===== src/rtl/peak_bin_detect.sv =====
// ---------------------------------------------------------------------------
// peak_bin_detect
//   Scans channel-1 FFT bins LOBIN..HIBIN after each completed frame, finds
//   the bin with the largest squared magnitude (ties keep the lower bin) and
//   either announces it to the beamformer or reports that nothing cleared
//   the MINPWR threshold.
//
// Ports
//   clk         in   1   rising-edge clock
//   reset       in   1   synchronous, active-high reset
//   fftdone     in   1   pulse: FFT RAM 1 holds a complete new frame
//   ramq1       in  28   RAM 1 read data {re[13:0], im[13:0]}, signed,
//                        valid one cycle after rdaddr1
//   rdaddr1     out 10   RAM 1 read address (scan counter, or maxbin when done)
//   maxbin      out 10   bin of the last detected peak
//   peakpwr     out 28   squared magnitude at maxbin
//   detectdone  out  1   pulse: new maxbin/peakpwr valid, beamformer start
//   nosignal    out  1   pulse: scan finished with peak below MINPWR
// ---------------------------------------------------------------------------
module peak_bin_detect #(
    parameter logic [9:0]  LOBIN  = 10'd1,
    parameter logic [9:0]  HIBIN  = 10'd511,
    parameter logic [27:0] MINPWR = 28'd1024
) (
    input  logic        clk,
    input  logic        reset,
    input  logic        fftdone,
    input  logic [27:0] ramq1,
    output logic [9:0]  rdaddr1,
    output logic [9:0]  maxbin,
    output logic [27:0] peakpwr,
    output logic        detectdone,
    output logic        nosignal
);

    localparam int unsigned BIN_W  = 10;
    localparam int unsigned PWR_W  = 28;
    localparam int unsigned CMP_W  = 14;
    localparam int unsigned SQ_W   = 27;

    typedef enum logic [1:0] {
        S_IDLE     = 2'd0,
        S_SCAN     = 2'd1,
        S_DRAIN    = 2'd2,
        S_COMPLETE = 2'd3
    } state_e;

    state_e             state_q, state_d;

    logic [BIN_W-1:0]   addr_q, addr_d;
    logic               valid_q, valid_d;
    logic [BIN_W-1:0]   tag_q, tag_d;
    logic [PWR_W-1:0]   peak_q, peak_d;
    logic [BIN_W-1:0]   bin_q, bin_d;
    logic [BIN_W-1:0]   maxbin_q, maxbin_d;
    logic [PWR_W-1:0]   peakpwr_q, peakpwr_d;
    logic               detect_q, detect_d;
    logic               nosig_q, nosig_d;

    logic               start_c;

    // ---------------------------------------------------------------------
    // Squared magnitude of the current RAM word.
    // Products are formed in 27 bits: (-8192)^2 = 2^26 overflows a signed
    // 27-bit result, but the bit pattern is the correct unsigned square.
    // ---------------------------------------------------------------------
    logic signed [CMP_W-1:0] re_s, im_s;
    logic signed [SQ_W-1:0]  re_prod, im_prod;
    logic        [SQ_W-1:0]  re_sq, im_sq;
    logic        [PWR_W-1:0] mag_c;

    always_comb begin
        re_s    = signed'(ramq1[27:14]);
        im_s    = signed'(ramq1[13:0]);
        re_prod = SQ_W'(re_s) * SQ_W'(re_s);
        im_prod = SQ_W'(im_s) * SQ_W'(im_s);
        re_sq   = unsigned'(re_prod);
        im_sq   = unsigned'(im_prod);
        mag_c   = PWR_W'(re_sq) + PWR_W'(im_sq);
    end

    // A new frame is accepted only while idle or holding a result.
    assign start_c = fftdone && ((state_q == S_IDLE) || (state_q == S_COMPLETE));

    // ---------------------------------------------------------------------
    // Running peak tracker: cleared on frame start, updated on strictly
    // greater qualified samples so that ties keep the earlier (lower) bin.
    // ---------------------------------------------------------------------
    always_comb begin
        peak_d = peak_q;
        bin_d  = bin_q;
        if (start_c) begin
            peak_d = '0;
            bin_d  = LOBIN;
        end else if (valid_q && (mag_c > peak_q)) begin
            peak_d = mag_c;
            bin_d  = tag_q;
        end
    end

    // ---------------------------------------------------------------------
    // FSM: state register
    // ---------------------------------------------------------------------
    always_ff @(posedge clk) begin
        if (reset) begin
            state_q <= S_IDLE;
        end else begin
            state_q <= state_d;
        end
    end

    // ---------------------------------------------------------------------
    // FSM: next state. DRAIN decides on the peak including the HIBIN sample.
    // ---------------------------------------------------------------------
    always_comb begin
        state_d = state_q;
        unique case (state_q)
            S_IDLE: begin
                if (fftdone) state_d = S_SCAN;
            end
            S_SCAN: begin
                if (addr_q == HIBIN) state_d = S_DRAIN;
            end
            S_DRAIN: begin
                if (peak_d >= MINPWR) state_d = S_COMPLETE;
                else                  state_d = S_IDLE;
            end
            S_COMPLETE: begin
                if (fftdone) state_d = S_SCAN;
            end
            default: state_d = S_IDLE;
        endcase
    end

    // ---------------------------------------------------------------------
    // FSM: outputs (next values of the registered address, qualifiers and
    // result outputs)
    // ---------------------------------------------------------------------
    always_comb begin
        addr_d    = addr_q;
        valid_d   = 1'b0;
        tag_d     = addr_q;
        maxbin_d  = maxbin_q;
        peakpwr_d = peakpwr_q;
        detect_d  = 1'b0;
        nosig_d   = 1'b0;
        unique case (state_q)
            S_IDLE: begin
                addr_d = (state_d == S_SCAN) ? LOBIN : '0;
            end
            S_SCAN: begin
                valid_d = 1'b1;
                // Hold HIBIN through DRAIN; the counter never wraps.
                if (state_d == S_SCAN) addr_d = addr_q + BIN_W'(1);
            end
            S_DRAIN: begin
                if (state_d == S_COMPLETE) begin
                    maxbin_d  = bin_d;
                    peakpwr_d = peak_d;
                    detect_d  = 1'b1;
                    addr_d    = bin_d;
                end else begin
                    nosig_d   = 1'b1;
                    addr_d    = '0;
                end
            end
            S_COMPLETE: begin
                // Park the address on the peak so the beamformer reads it.
                addr_d = (state_d == S_SCAN) ? LOBIN : maxbin_q;
            end
            default: addr_d = '0;
        endcase
    end

    // ---------------------------------------------------------------------
    // Datapath and output registers
    // ---------------------------------------------------------------------
    always_ff @(posedge clk) begin
        if (reset) begin
            addr_q    <= '0;
            valid_q   <= 1'b0;
            tag_q     <= '0;
            peak_q    <= '0;
            bin_q     <= '0;
            maxbin_q  <= '0;
            peakpwr_q <= '0;
            detect_q  <= 1'b0;
            nosig_q   <= 1'b0;
        end else begin
            addr_q    <= addr_d;
            valid_q   <= valid_d;
            tag_q     <= tag_d;
            peak_q    <= peak_d;
            bin_q     <= bin_d;
            maxbin_q  <= maxbin_d;
            peakpwr_q <= peakpwr_d;
            detect_q  <= detect_d;
            nosig_q   <= nosig_d;
        end
    end

    assign rdaddr1    = addr_q;
    assign maxbin     = maxbin_q;
    assign peakpwr    = peakpwr_q;
    assign detectdone = detect_q;
    assign nosignal   = nosig_q;

    // Result pulses are exclusive and only follow a DRAIN cycle.
    a_pulse_excl: assert property (@(posedge clk) !(detect_q && nosig_q));
    a_pulse_after_drain: assert property (@(posedge clk) disable iff (reset)
        (detect_q || nosig_q) |-> ($past(state_q) == S_DRAIN));

endmodule

===== config.mk =====
export PLATFORM = sky130hd
export DESIGN_NAME = peak_bin_detect
export DESIGN_NICKNAME = d
export VERILOG_FILES = /design/src/rtl/peak_bin_detect.sv
export SDC_FILE = /design/constraint.sdc
export NUM_CORES = 1
export LEC_CHECK = 0
export CAP_MARGIN = 15
export CORE_AREA = 2 2 181 183
export CTS_BUF_LIST = sky130_fd_sc_hd__clkbuf_4 sky130_fd_sc_hd__clkbuf_8
export DETAILED_ROUTE_END_ITERATION = 12
export DIE_AREA = 0 0 183 185
export PLACE_DENSITY = 0.78
export SYNTH_ARGS = -nofsm -noshare
export SYNTH_HDL_FRONTEND = slang
export SYNTH_SLANG_ARGS = --single-unit

===== constraint.sdc =====
create_clock -name clk -period 32.5 [get_ports clk]
set_clock_uncertainty 0.1 [all_clocks]
set_input_delay 9.75 -clock clk [delete_from_list [all_inputs] [get_ports clk]]
set_output_delay 9.75 -clock clk [all_outputs]
set_load 0.05 [all_outputs]

# Word level (Yosys, flattened, before mapping)

Cells that the tools add are included.

Bits in registers: 101
Logic and storage cells: 47
Input bits: 31

Bitwise logic cells: 1
Equal/unequal tests: 7
Reduce and logical (&&, ||, !) cells: 7
Multipliers: 2
Multiplexer cells: 16
$lt $le $gt $ge: 2
$add $sub $neg: 2

Operators with widths:

| operator                                                                              | count |
|---|---|
| 28-bit two-way mux                                                                    | 2 |
| 14-bit by 14-bit multiplier with 27-bit output                                        | 2 |
| 10-bit two-way mux                                                                    | 5 |
| 10-bit case mux with 4 select lines                                                   | 1 |
| 27-bit by 27-bit adder with 28-bit output                                             | 1 |
| 28-bit by 11-bit greater-or-equal comparator with 1-bit output, second input constant | 1 |
| 28-bit > comparator                                                                   | 1 |
| 10-bit by 1-bit adder with 10-bit output, second input constant                       | 1 |
| 10-bit by 9-bit equality test with 1-bit output, second input constant                | 1 |
| 2-bit equality test, second input constant                                            | 3 |
| 2-bit two-way mux                                                                     | 3 |
| 2-bit case mux with 3 select lines                                                    | 1 |
| 2-bit by 1-bit equality test with 1-bit output, second input constant                 | 2 |
| 1-bit two-way mux                                                                     | 4 |
| 2-bit OR reduction                                                                    | 2 |
| 1-bit logical AND                                                                     | 2 |
| 2-bit logical NOT                                                                     | 1 |
| 2-bit inequality test, second input constant                                          | 1 |
| 2-bit AND reduction                                                                   | 1 |
| 1-bit logical OR                                                                      | 1 |
| 1-bit NOT                                                                             | 1 |

# Depth between registers and ports, before layout

Gate-level depths: netlist of the first run.

Word-level depth: 12
Mapped depth: 48

# Worst setup path after synthesis of the first run

OpenSTA, ideal clock, no wires.

Path type: input -> register
Start: input port ramq1[4]
End: register addr_q[6] (netlist: rdaddr1[6])
Data arrival time: 19.665 ns
Stages on the path: 42
Path slack: 12.613 ns
Path buffers: 3
Required time: 32.278 ns
Cell sequence: clkbuf_1 -> nand2_1 -> fa_1 -> inv_1 -> fa_1 -> fa_1 -> inv_1 -> fa_1 -> inv_1 -> fa_1 -> inv_1 -> fa_1 -> inv_1 -> ha_1 -> o21a_1 -> a41o_1 -> o41ai_1 -> o21ai_0 -> [... 6 more ...] -> ha_1 -> or3_1 -> a211o_1 -> o211ai_1 -> ha_1 -> nand4_1 -> or4_1 -> o21ai_1 -> a31oi_1 -> or2_1 -> clkbuf_1 -> a21oi_1 -> nor2_1 -> nor3b_2 -> a41oi_1 -> and2_1 -> buf_2 -> a221o_1

Word-level cells in the longest chain between the ends: 12

RTL lines:

| element                                                                                      | RTL line      | RTL |
|---|---|---|
| from (decl)                                                                                  | 28            | `input logic [27:0] ramq1,` |
| 14-bit by 14-bit multiplier with 27-bit output *                                             | 76            | `im_prod = SQ_W'(im_s) * SQ_W'(im_s);` |
| 27-bit by 27-bit adder with 28-bit output *                                                  | 79            | `mag_c = PWR_W'(re_sq) + PWR_W'(im_sq);` |
| 28-bit > comparator                                                                          | 95            | `end else if (valid_q && (mag_c > peak_q)) begin` |
| 1-bit logical AND                                                                            | 95            |  |
| 28-bit two-way mux                                                                           | 95            |  |
| 28-bit two-way mux                                                                           | 92            | `if (start_c) begin` |
| 28-bit by 11-bit greater-or-equal comparator with 1-bit output                               | 125           | `if (peak_d >= MINPWR) state_d = S_COMPLETE;` |
| 2-bit two-way mux                                                                            | 125           |  |
| 2-bit case mux with 3 select lines                                                           | 117           | `unique case (state_q)` |
| 2-bit by 1-bit equality test with 1-bit output / 2-bit equality test (equally long branches) | 154, 169, 157 |  |
| 10-bit two-way mux (on tied branches)                                                        | 169, 157      |  |
| 10-bit case mux with 4 select lines                                                          | 147           | `unique case (state_q)` |
| to (signal assigned)                                                                         | 190           | `addr_q <= addr_d;` |
| to (decl)                                                                                    | 50            | `logic [BIN_W-1:0] addr_q, addr_d;` |

Mark *: on every way between the ends. The rest lies on a longest branch, timed or not.
A chain may end at the register's enable or synchronous reset.

# Final worst setup path of the first run

Start: input port ramq1[2]
End: register addr_q[6] (netlist: rdaddr1[6])

The elaborated chain is that of the path after synthesis.

==> results of run 1 <==
[cell usage in the layout, fill, tap and decap left out, types with 31 or more instances in the layout]
cell type and n:
a21oi_1 86, and2_1 92, clkdlybuf4s50_1 79, dfxtp_1 101, fa_1 342, ha_1 185
inv_1 463, mux2i_1 48, nand2_1 144, nor2_1 164, nor2b_1 31, nor3_1 64
o21ai_0 31, xnor2_1 68
[state kept, by name, summed over array words and instances, names as in the netlist, 2 cells and up]
name     cells
bin_q       10
maxbin      10
peak_q      28
peakpwr     28
rdaddr1     10
state_q      2
tag_q       10
[final cells by class]
type	instances	area, um2	area share (%)
repair buffers	86	841	4.14
flip-flops and latches	101	2020	9.96
inverters	463	1740	8.57
clock buffers	11	145	0.715
clock inverters	5	51.3	0.253
well taps	408	510	2.52
multi-input cells	1509	15000	73.8
[synthesized netlist by cell type, types with 3 or more instances]
cell      number
a211o_1        5
a211oi_1       8
a21o_1        20
a21oi_1       86
a221o_1        9
a31o_2         4
a31oi_1       12
a41o_1         3
and2_1        92
and3_1         5
buf_2         10
clkbuf_1      54
dfxtp_1      101
fa_1         342
ha_1         185
inv_1        463
mux2_2         4
mux2i_1       48
nand2_1      144
nand2b_1      15
nand3_1       28
nand4_1       16
nor2_1       165
nor2b_1       32
nor3_1        64
nor4_1         5
o211ai_1       5
o21a_1         9
o21ai_0       31
o21ai_1        6
o21bai_1       6
o31a_1         5
o41ai_1        7
or2_1          3
or2_2          9
or3_1          4
or4_1          3
xnor2_1       68
xor2_1        24
[layer usage]
| layer | share of wire [%] | vias to the layer above | GRT usage, % | routed length, um |
|---|---|---|---|---|
| met5 | 0 | - | 0 | 0 |
| met4 | 1.9 | 0 | 5.54 | 784 |
| met3 | 3.5 | 54 | 1.95 | 1430 |
| met2 | 51 | 290 | 46.6 | 20900 |
| met1 | 43 | 6933 | 34.0 | 17600 |
| li1 | - | 6761 | - | - |
[critical path: cells and delay by family]
kind | cells | cell delay [ns]
AO/OA/AOI/OAI | 18 | 4.76
adder cells (fa/ha/maj) | 9 | 3.46
AND/OR/NAND/NOR | 7 | 2.50
buffers and inverters | 8 | 2.02
XOR/XNOR | 1 | 0.10
[worst max-delay path by stage]
stage                     startpoint          to  depth (start not counted)
final                       ramq1[2]  rdaddr1[6]                         43
after global routing        ramq1[2]  rdaddr1[6]                         45
after CTS                   ramq1[2]  rdaddr1[6]                         43
after detailed placement    ramq1[4]  rdaddr1[6]                         42
after global placement      ramq1[4]  rdaddr1[6]                         42
after floorplan             ramq1[4]  rdaddr1[6]                         42
[logic make-up (layout without fill, tap and decap cells)]
family                     count (synthesis)  count (layout)  synth area share [%]
xor gates and xnor gates                  92              92                  4.25
and+or+nand+nor                          594             594                  15.0
AOI/OAI and AO/OA                        244             244                  8.47
buffers and inverters                    529             565                  10.5
muxes                                     52              52                  2.77
DFF                                      101             101                  10.7
adders and majority gates                527             527                  48.3
[stage by stage]
stage / hold slack [ns] / std cells / worst slack [ns] / utilization [%] / cell area (um2)
after CTS: 0.410 / 2583 / 10.20 / 63.3 / 20300
after detailed placement: 0.384 / 2567 / 9.81 / 62.7 / 20100
after global placement: 0.384 / 2567 / 10.16 / 62.7 / 20100
after floorplan: 0.402 / 2139 / 12.61 / - / 19000
final: 0.405 / 2583 / 10.02 / 63.3 / 20300
after global routing: 0.448 / 2583 / 9.24 / 63.3 / 20300
==> impl_metrics.tcl, run 1 <==
set metrics [dict create \
    status "completed" \
    avgRoutedWirePerCell_um 15.8 \
    gp_congestion 0.896 \
    setup_tns_ns 0 \
    synth_warnings 0 \
    diodes 0 \
    rrSetupSlack_ns 27.49 \
    grt_max_degree 96 \
    clock-sinks 101 \
    cts_root_buf "clkbuf_8" \
    ys_ff_latch 101 \
    finalCriticalPeriod_ns 22.48 \
    dieArea_um2 33900 \
    wirelength_mm 40.7 \
    grt_pass1_wl_mm 70.9 \
    cp-start-kind "primary input" \
    rr_startpoint "peak_q[26]" \
    antenna_found_initial 0 \
    initialDrtViolationCount 831 \
    slew_headroom_pct 23.0 \
    nFillCells 2645 \
    track_usage_pct 25.7 \
    numCtsBuffers 9 \
    critPathSlowestCell "clkdlybuf4s50_1" \
    drive_above_1_share_pct 2.30 \
    pin_count 81 \
    maxSlewViolCount 0 \
    dpl.hpwl_mm 34.1 \
    post-synth-top-area-cell "fa_1" \
    synth_area_per_cell_um2 8.87 \
    synth.area.top_cells "fa_1, ha_1, dfxtp_1" \
    rows 66 \
    die-height_um 185 \
    clk_pin_slew_ns 0.10 \
    synthCells 2139 \
    ant_nets 0 \
    period_share_pct 69.2 \
    setup_viol 0 \
    hold_class "reg -> reg" \
    synth-edff-count 0 \
    crit_path_end_kind "register" \
    worstSetupPathType "in -> reg" \
    via_count 14000 \
    worstHoldStart "peakpwr[11]" \
    drv_cap 0 \
    netlist.area_leader.share_pct 36.1 \
    mappedNetlistArea_um2 19000 \
    finalNetCount 2728 \
    rsz0062_at_grt "false" \
    grt_overflow 0 \
    portBuffers 80 \
    cts_setup_buffers 0 \
    syn_nets 2697 \
    post_cts_resized 0 \
    htreeDepth 3 \
    critical_path_peak_fanout 38 \
    die_w_um 183 \
    clockBufferDepth 2 \
    area_growth_pct 6.94 \
    clock_latency_ns 0.36 \
    critical_path_arrival_ns 22.64 \
    r2r_cells 15 \
    drt-vias-per-instance 5.43 \
    hold_path_depth 2 \
    synth.distinct_cells 66 \
    dr.pass1.iters 5 \
    core_um2 32000 \
    drc_errors 0 \
    seq_area_frac_synth_pct 10.7 \
    hold_end "peakpwr[11]" \
    timing.fmax_mhz 44.5 \
    slowest_delay_ns 0.82 \
    synth_ff_type "dfxtp_1" \
    synthArstFlopShare_pct 0 \
    worst_r2r_endpoint "rdaddr1[6]" \
    hold_buffers 0 \
    hold_viol 0 \
    cts_tree "yes" \
    cp.required_ns 32.66 \
    worst_slew_pin_slew_ns 1.14 \
    grt_pass1_vias 15000 \
    start_util_pct 59.2 \
]
Power of run 1 is left out: the tool's default activity adds up to more than one toggle a clock period on the data nets, which glitch-free logic cannot reach.
==> run 2: changes to the inputs <==
--- a/config.mk
+++ b/config.mk
@@ -6,11 +6,11 @@
 export NUM_CORES = 1
 export LEC_CHECK = 0
 export CAP_MARGIN = 15
-export CORE_AREA = 2 2 181 183
+export CORE_AREA = 2 2 183 185
 export CTS_BUF_LIST = sky130_fd_sc_hd__clkbuf_4 sky130_fd_sc_hd__clkbuf_8
 export DETAILED_ROUTE_END_ITERATION = 12
-export DIE_AREA = 0 0 183 185
-export PLACE_DENSITY = 0.78
+export DIE_AREA = 0 0 185 187
+export PLACE_DENSITY = 0.8
 export SYNTH_ARGS = -nofsm -noshare
 export SYNTH_HDL_FRONTEND = slang
 export SYNTH_SLANG_ARGS = --single-unit
==> constraint.sdc (replaced) <==
create_clock -name clk -period 19.91 [get_ports clk]
set_clock_uncertainty 0.1 [all_clocks]
set_input_delay 5.973 -clock clk [delete_from_list [all_inputs] [get_ports clk]]
set_output_delay 5.973 -clock clk [all_outputs]
set_load 0.05 [all_outputs]
==> run 2 against run 1 <==
Count of clock-buffer cells in the layout did not move; critical path depth did not move; setup slack got worse by 7.9 ns; global-route usage fell by 0.095 points; critical path type unchanged; largest cell class unchanged; die area rose by 2.2%; utilization fell by 1.4 points; final area rose by 0.28%; via count rose by 1.7%.
==> impl_metrics.tcl, run 2 (same netlist as run 1, synthesis figures left out) <==
set metrics [dict create \
    track_usage_pct 25.6 \
    portBuffers 80 \
    clock_latency_ns 0.37 \
    pin_count 81 \
    critical_path_peak_fanout 49 \
    dr.pass1.iters 5 \
    rows 67 \
    design_area_um2 20300 \
    worstHoldStart "peakpwr[7]" \
    nFillCells 2736 \
    diodes 0 \
    worstSetupPathType "in -> reg" \
    wirelength_mm 41.6 \
    cts_root_buf "clkbuf_8" \
    final_cell_mix "inv_1, fa_1, ha_1" \
    ant_nets 0 \
    crit_path_end_kind "register" \
    start_util_pct 57.7 \
    die-height_um 187 \
    antenna_found_initial 0 \
    avgRoutedWirePerCell_um 15.8 \
    initialDrtViolationCount 935 \
    finalCriticalPeriod_ns 17.80 \
    drv_cap 0 \
    rrSetupSlack_ns 15.72 \
    cts_tree "yes" \
    die_w_um 185 \
    dp.cells 2608 \
    worst_r2r_endpoint "maxbin[6]" \
    finalNetCount 2729 \
    setup_viol 0 \
    final_cells 2624 \
    critPathSlowestCell "clkdlybuf4s50_1" \
    timing.fmax_mhz 56.2 \
    hold_class "reg -> reg" \
    setup_tns_ns 0 \
    grt_pass1_vias 15600 \
    via_count 14300 \
    drc_errors 0 \
    period_share_pct 89.4 \
    hold_viol 0 \
    r2r_cells 16 \
    drive_above_1_share_pct 2.34 \
    numCtsBuffers 9 \
    crit_top_cell "fa_1" \
    crit_end "maxbin[6]" \
    rr_startpoint "peak_q[24]" \
    slowest_delay_ns 0.84 \
    grt_pass1_wl_mm 72.7 \
    cp.required_ns 20.03 \
    hold_buffers 0 \
    rsz0062_at_grt "false" \
    slew_headroom_pct 30.2 \
    grt_max_degree 96 \
    clock-sinks 101 \
    maxSlewViolCount 0 \
    area_growth_pct 7.24 \
    core_um2 32900 \
    post_cts_resized 0 \
    cts_setup_buffers 0 \
    final_common_cell "inv_1" \
    cp-startpoint "ramq1[4]" \
    dieArea_um2 34600 \
    drt-vias-per-instance 5.44 \
    dpl_cell_area_um2 20200 \
    worst_slew_pin_slew_ns 1.04 \
    gp_congestion 0.877 \
    clockBufferDepth 2 \
    dpl.hpwl_mm 34.6 \
    status "completed" \
    grt_overflow 0 \
    htreeDepth 3 \
    critical_path_arrival_ns 17.92 \
    clk_pin_slew_ns 0.11 \
    finalHoldWorstSlack_ns 0.405 \
    cp-start-kind "primary input" \
]
==> run 2: cell count changes in the layout (fill, tap and decap cells not counted) <==
cell	delta
buf_4	+1
==> run 2: final cells by class <==
| cell class | instances | area, um2 | share of cell area, % |
|---|---|---|---|
| timing repair buffer | 87 | 848 | 4.17 |
| inverter | 463 | 1740 | 8.54 |
| clock buffer | 11 | 145 | 0.713 |
| multi-input combinational | 1509 | 15000 | 73.6 |
| tap | 448 | 561 | 2.75 |
| sequential | 101 | 2020 | 9.94 |
| clock inverter | 5 | 51.3 | 0.252 |
==> run 2: worst min path at each step <==
stage                             end  cells past startpoint  slack (ns)
after floorplan              bin_q[1]                      2        0.40
after global placement    peakpwr[18]                      2        0.38
after detailed placement  peakpwr[20]                      2        0.39
after CTS                  peakpwr[7]                      2        0.42
after global routing         tag_q[1]                      1        0.44
final                      peakpwr[7]                      2        0.41
==> run 2: worst max-delay path, delay by kind of cell <==
family | cells | cell delay (ns)
AO/OA/AOI/OAI | 16 | 3.78
XOR/XNOR | 1 | 0.09
adder cells (fa/ha/maj) | 9 | 3.91
buffers and inverters | 8 | 1.95
multiplexers | 1 | 0.27
AND/OR/NAND/NOR | 8 | 1.89
==> run 2: per-layer routing <==
layer / track usage, % / part of all wire (%)
met1: 32.9 / 42
met2: 46.1 / 51
met3: 1.62 / 3.7
met4: 8.27 / 3.4
met5: 0 / 0
==> run 2: per-stage QoR <==
step	utilization (%)	worst slack (ns)
global placement	61.3	2.19
finish	61.9	2.11
detailed placement	61.3	1.86
CTS	61.9	2.25
floorplan	-	3.80
global route	61.9	1.21
Power of run 2 is left out for the same reason.
==> run 3: changes to the inputs <==
--- a/config.mk
+++ b/config.mk
@@ -6,10 +6,12 @@
 export NUM_CORES = 1
 export LEC_CHECK = 0
 export CAP_MARGIN = 15
-export CORE_AREA = 2 2 183 185
+export CELL_PAD_IN_SITES_DETAIL_PLACEMENT = 0
+export CELL_PAD_IN_SITES_GLOBAL_PLACEMENT = 2
+export CORE_AREA = 2 2 230 232
 export CTS_BUF_LIST = sky130_fd_sc_hd__clkbuf_4 sky130_fd_sc_hd__clkbuf_8
 export DETAILED_ROUTE_END_ITERATION = 12
-export DIE_AREA = 0 0 185 187
+export DIE_AREA = 0 0 232 234
 export PLACE_DENSITY = 0.8
 export SYNTH_ARGS = -nofsm -noshare
 export SYNTH_HDL_FRONTEND = slang
==> run 3 against run 2 <==
Final cell count rose by 9.3%; first-iteration DRC count shrank 28%; sequential share of layout area down 0.17 points; critical path depth grew 1; count of clock-buffer cells in the layout shrank 2; highest routed layer unchanged; sequential cell count did not move; die area is 57% higher; maximum frequency down 3.1%; non-clock buffer count is 4 higher; utilization shrank 22 points; hold slack about the same.
==> impl_metrics.tcl, run 3 (same netlist as run 1, synthesis figures left out) <==
set metrics [dict create \
    antenna_found_initial 0 \
    maxSlewViolCount 0 \
    grt_pass1_wl_mm 77.1 \
    via_count 13700 \
    final_cells 2868 \
    area_growth_pct 9.06 \
    gp_congestion 0.827 \
    dpl.hpwl_mm 38.0 \
    worst_r2r_endpoint "peakpwr[6]" \
    htreeDepth 3 \
    drc_errors 0 \
    clock-sinks 101 \
    pin_count 81 \
    critPathSlowestCell "clkdlybuf4s50_1" \
    setup_viol 0 \
    ant_nets 0 \
    clk_pin_slew_ns 0.10 \
    finalCriticalPeriod_ns 18.37 \
    worstHoldStart "peakpwr[4]" \
    track_usage_pct 17.6 \
    core_um2 52000 \
    critical_path_peak_fanout 30 \
    multi_input_area_um2 15000 \
    seq_area_um2 2020 \
    die_w_um 232 \
    hold_path_depth 2 \
    drive_above_1_share_pct 2.52 \
    r2r_cells 16 \
    start_util_pct 36.5 \
    final_common_cell "inv_1" \
    finalNetCount 2733 \
    hold_class "reg -> reg" \
    period_share_pct 92.3 \
    wirelength_mm 44.7 \
    grt_pass1_vias 15000 \
    grt_overflow 0 \
    nFillCells 5301 \
    cts_root_buf "clkbuf_8" \
    place_worst_setup_slack_ns 1.20 \
    portBuffers 80 \
    hold_viol 0 \
    dp.cells 2852 \
    timing.fmax_mhz 54.4 \
    cp.buffers_inverters 8 \
    dr.pass1.iters 5 \
    clock_latency_ns 0.39 \
    rrSetupSlack_ns 15.17 \
    hold_end "peakpwr[4]" \
    drt-vias-per-instance 4.79 \
    worst_slew_pin_slew_ns 1.04 \
    setup_tns_ns 0 \
    die-height_um 234 \
    cp-start-kind "primary input" \
    cpLargestDelayFamily "compound AO/OA/AOI/OAI gates" \
    fin_ws_ns 1.54 \
    status "completed" \
    cp.required_ns 20.05 \
    hold_buffers 0 \
    critical_path_arrival_ns 18.51 \
    slowest_delay_ns 0.82 \
    crit_path_end_kind "register" \
    diodes 0 \
    slew_headroom_pct 29.7 \
    cts_setup_buffers 0 \
    clockBufferDepth 2 \
    drv_cap 0 \
    dieArea_um2 54300 \
    avgRoutedWirePerCell_um 15.6 \
    final_cell_mix "inv_1, fa_1, ha_1" \
    numCtsBuffers 9 \
    initialDrtViolationCount 671 \
    rr_startpoint "peak_q[24]" \
    worstSetupPathType "in -> reg" \
    rsz0062_at_grt "false" \
    post_cts_resized 0 \
    cts_tree "yes" \
    grt_max_degree 96 \
    rows 84 \
]
==> run 3: cell types whose count changed in the layout (fill, tap and decap cells not counted), sizes merged <==
cell	change
buf	+4
bufinv	+1
clkbuf	-2
clkinv	-1
inv	+2
==> run 3: how the worst max path moves through the flow <==
stage	to	startpoint	slack, ns	cells past startpoint
3_3_place_gp	peakpwr[4]	ramq1[4]	1.45	43
6_report	peakpwr[6]	ramq1[6]	1.54	44
5_1_grt	maxbin[5]	ramq1[2]	0.67	46
4_1_cts	peakpwr[6]	ramq1[2]	1.60	44
2_1_floorplan	rdaddr1[6]	ramq1[4]	3.80	42
3_5_place_dp	peakpwr[6]	ramq1[2]	1.20	44
==> run 3: cell type report <==
class	instances	share of cell area, %
flip-flops and latches	101	9.77
repair buffers	91	4.24
clock buffers	9	0.599
inverters	463	8.40
well taps	688	4.16
clock inverters	7	0.423
multi-input cells	1509	72.4
==> run 3: metrics by stage <==
stage	util, %	hold WS, ns	instance area [um2]
final	39.8	0.405	20700
after global routing	39.8	0.435	20700
after CTS	39.8	0.413	20700
after detailed placement	39.4	0.389	20500
after global placement	39.4	0.378	20500
after floorplan	-	0.402	19000
==> run 3: worst reg2reg max path, delay by kind of cell (launching register included) <==
family	cells	cell delay [ns]
fa+ha+maj	1	0.27
mux	1	0.30
compound gates	5	1.16
flops	1	0.37
buf+inv	3	0.93
simple gates	6	1.46
==> run 3: per-layer routing <==
layer | share of wire (%) | GRT usage, % | wire (um)
met1 | 47 | 24.1 | 20900
met4 | 1.6 | 3.15 | 727
met5 | 0 | 0 | 0
met3 | 2.1 | 1.35 | 930
met2 | 49 | 30.9 | 22100
Power of run 3 is left out for the same reason.
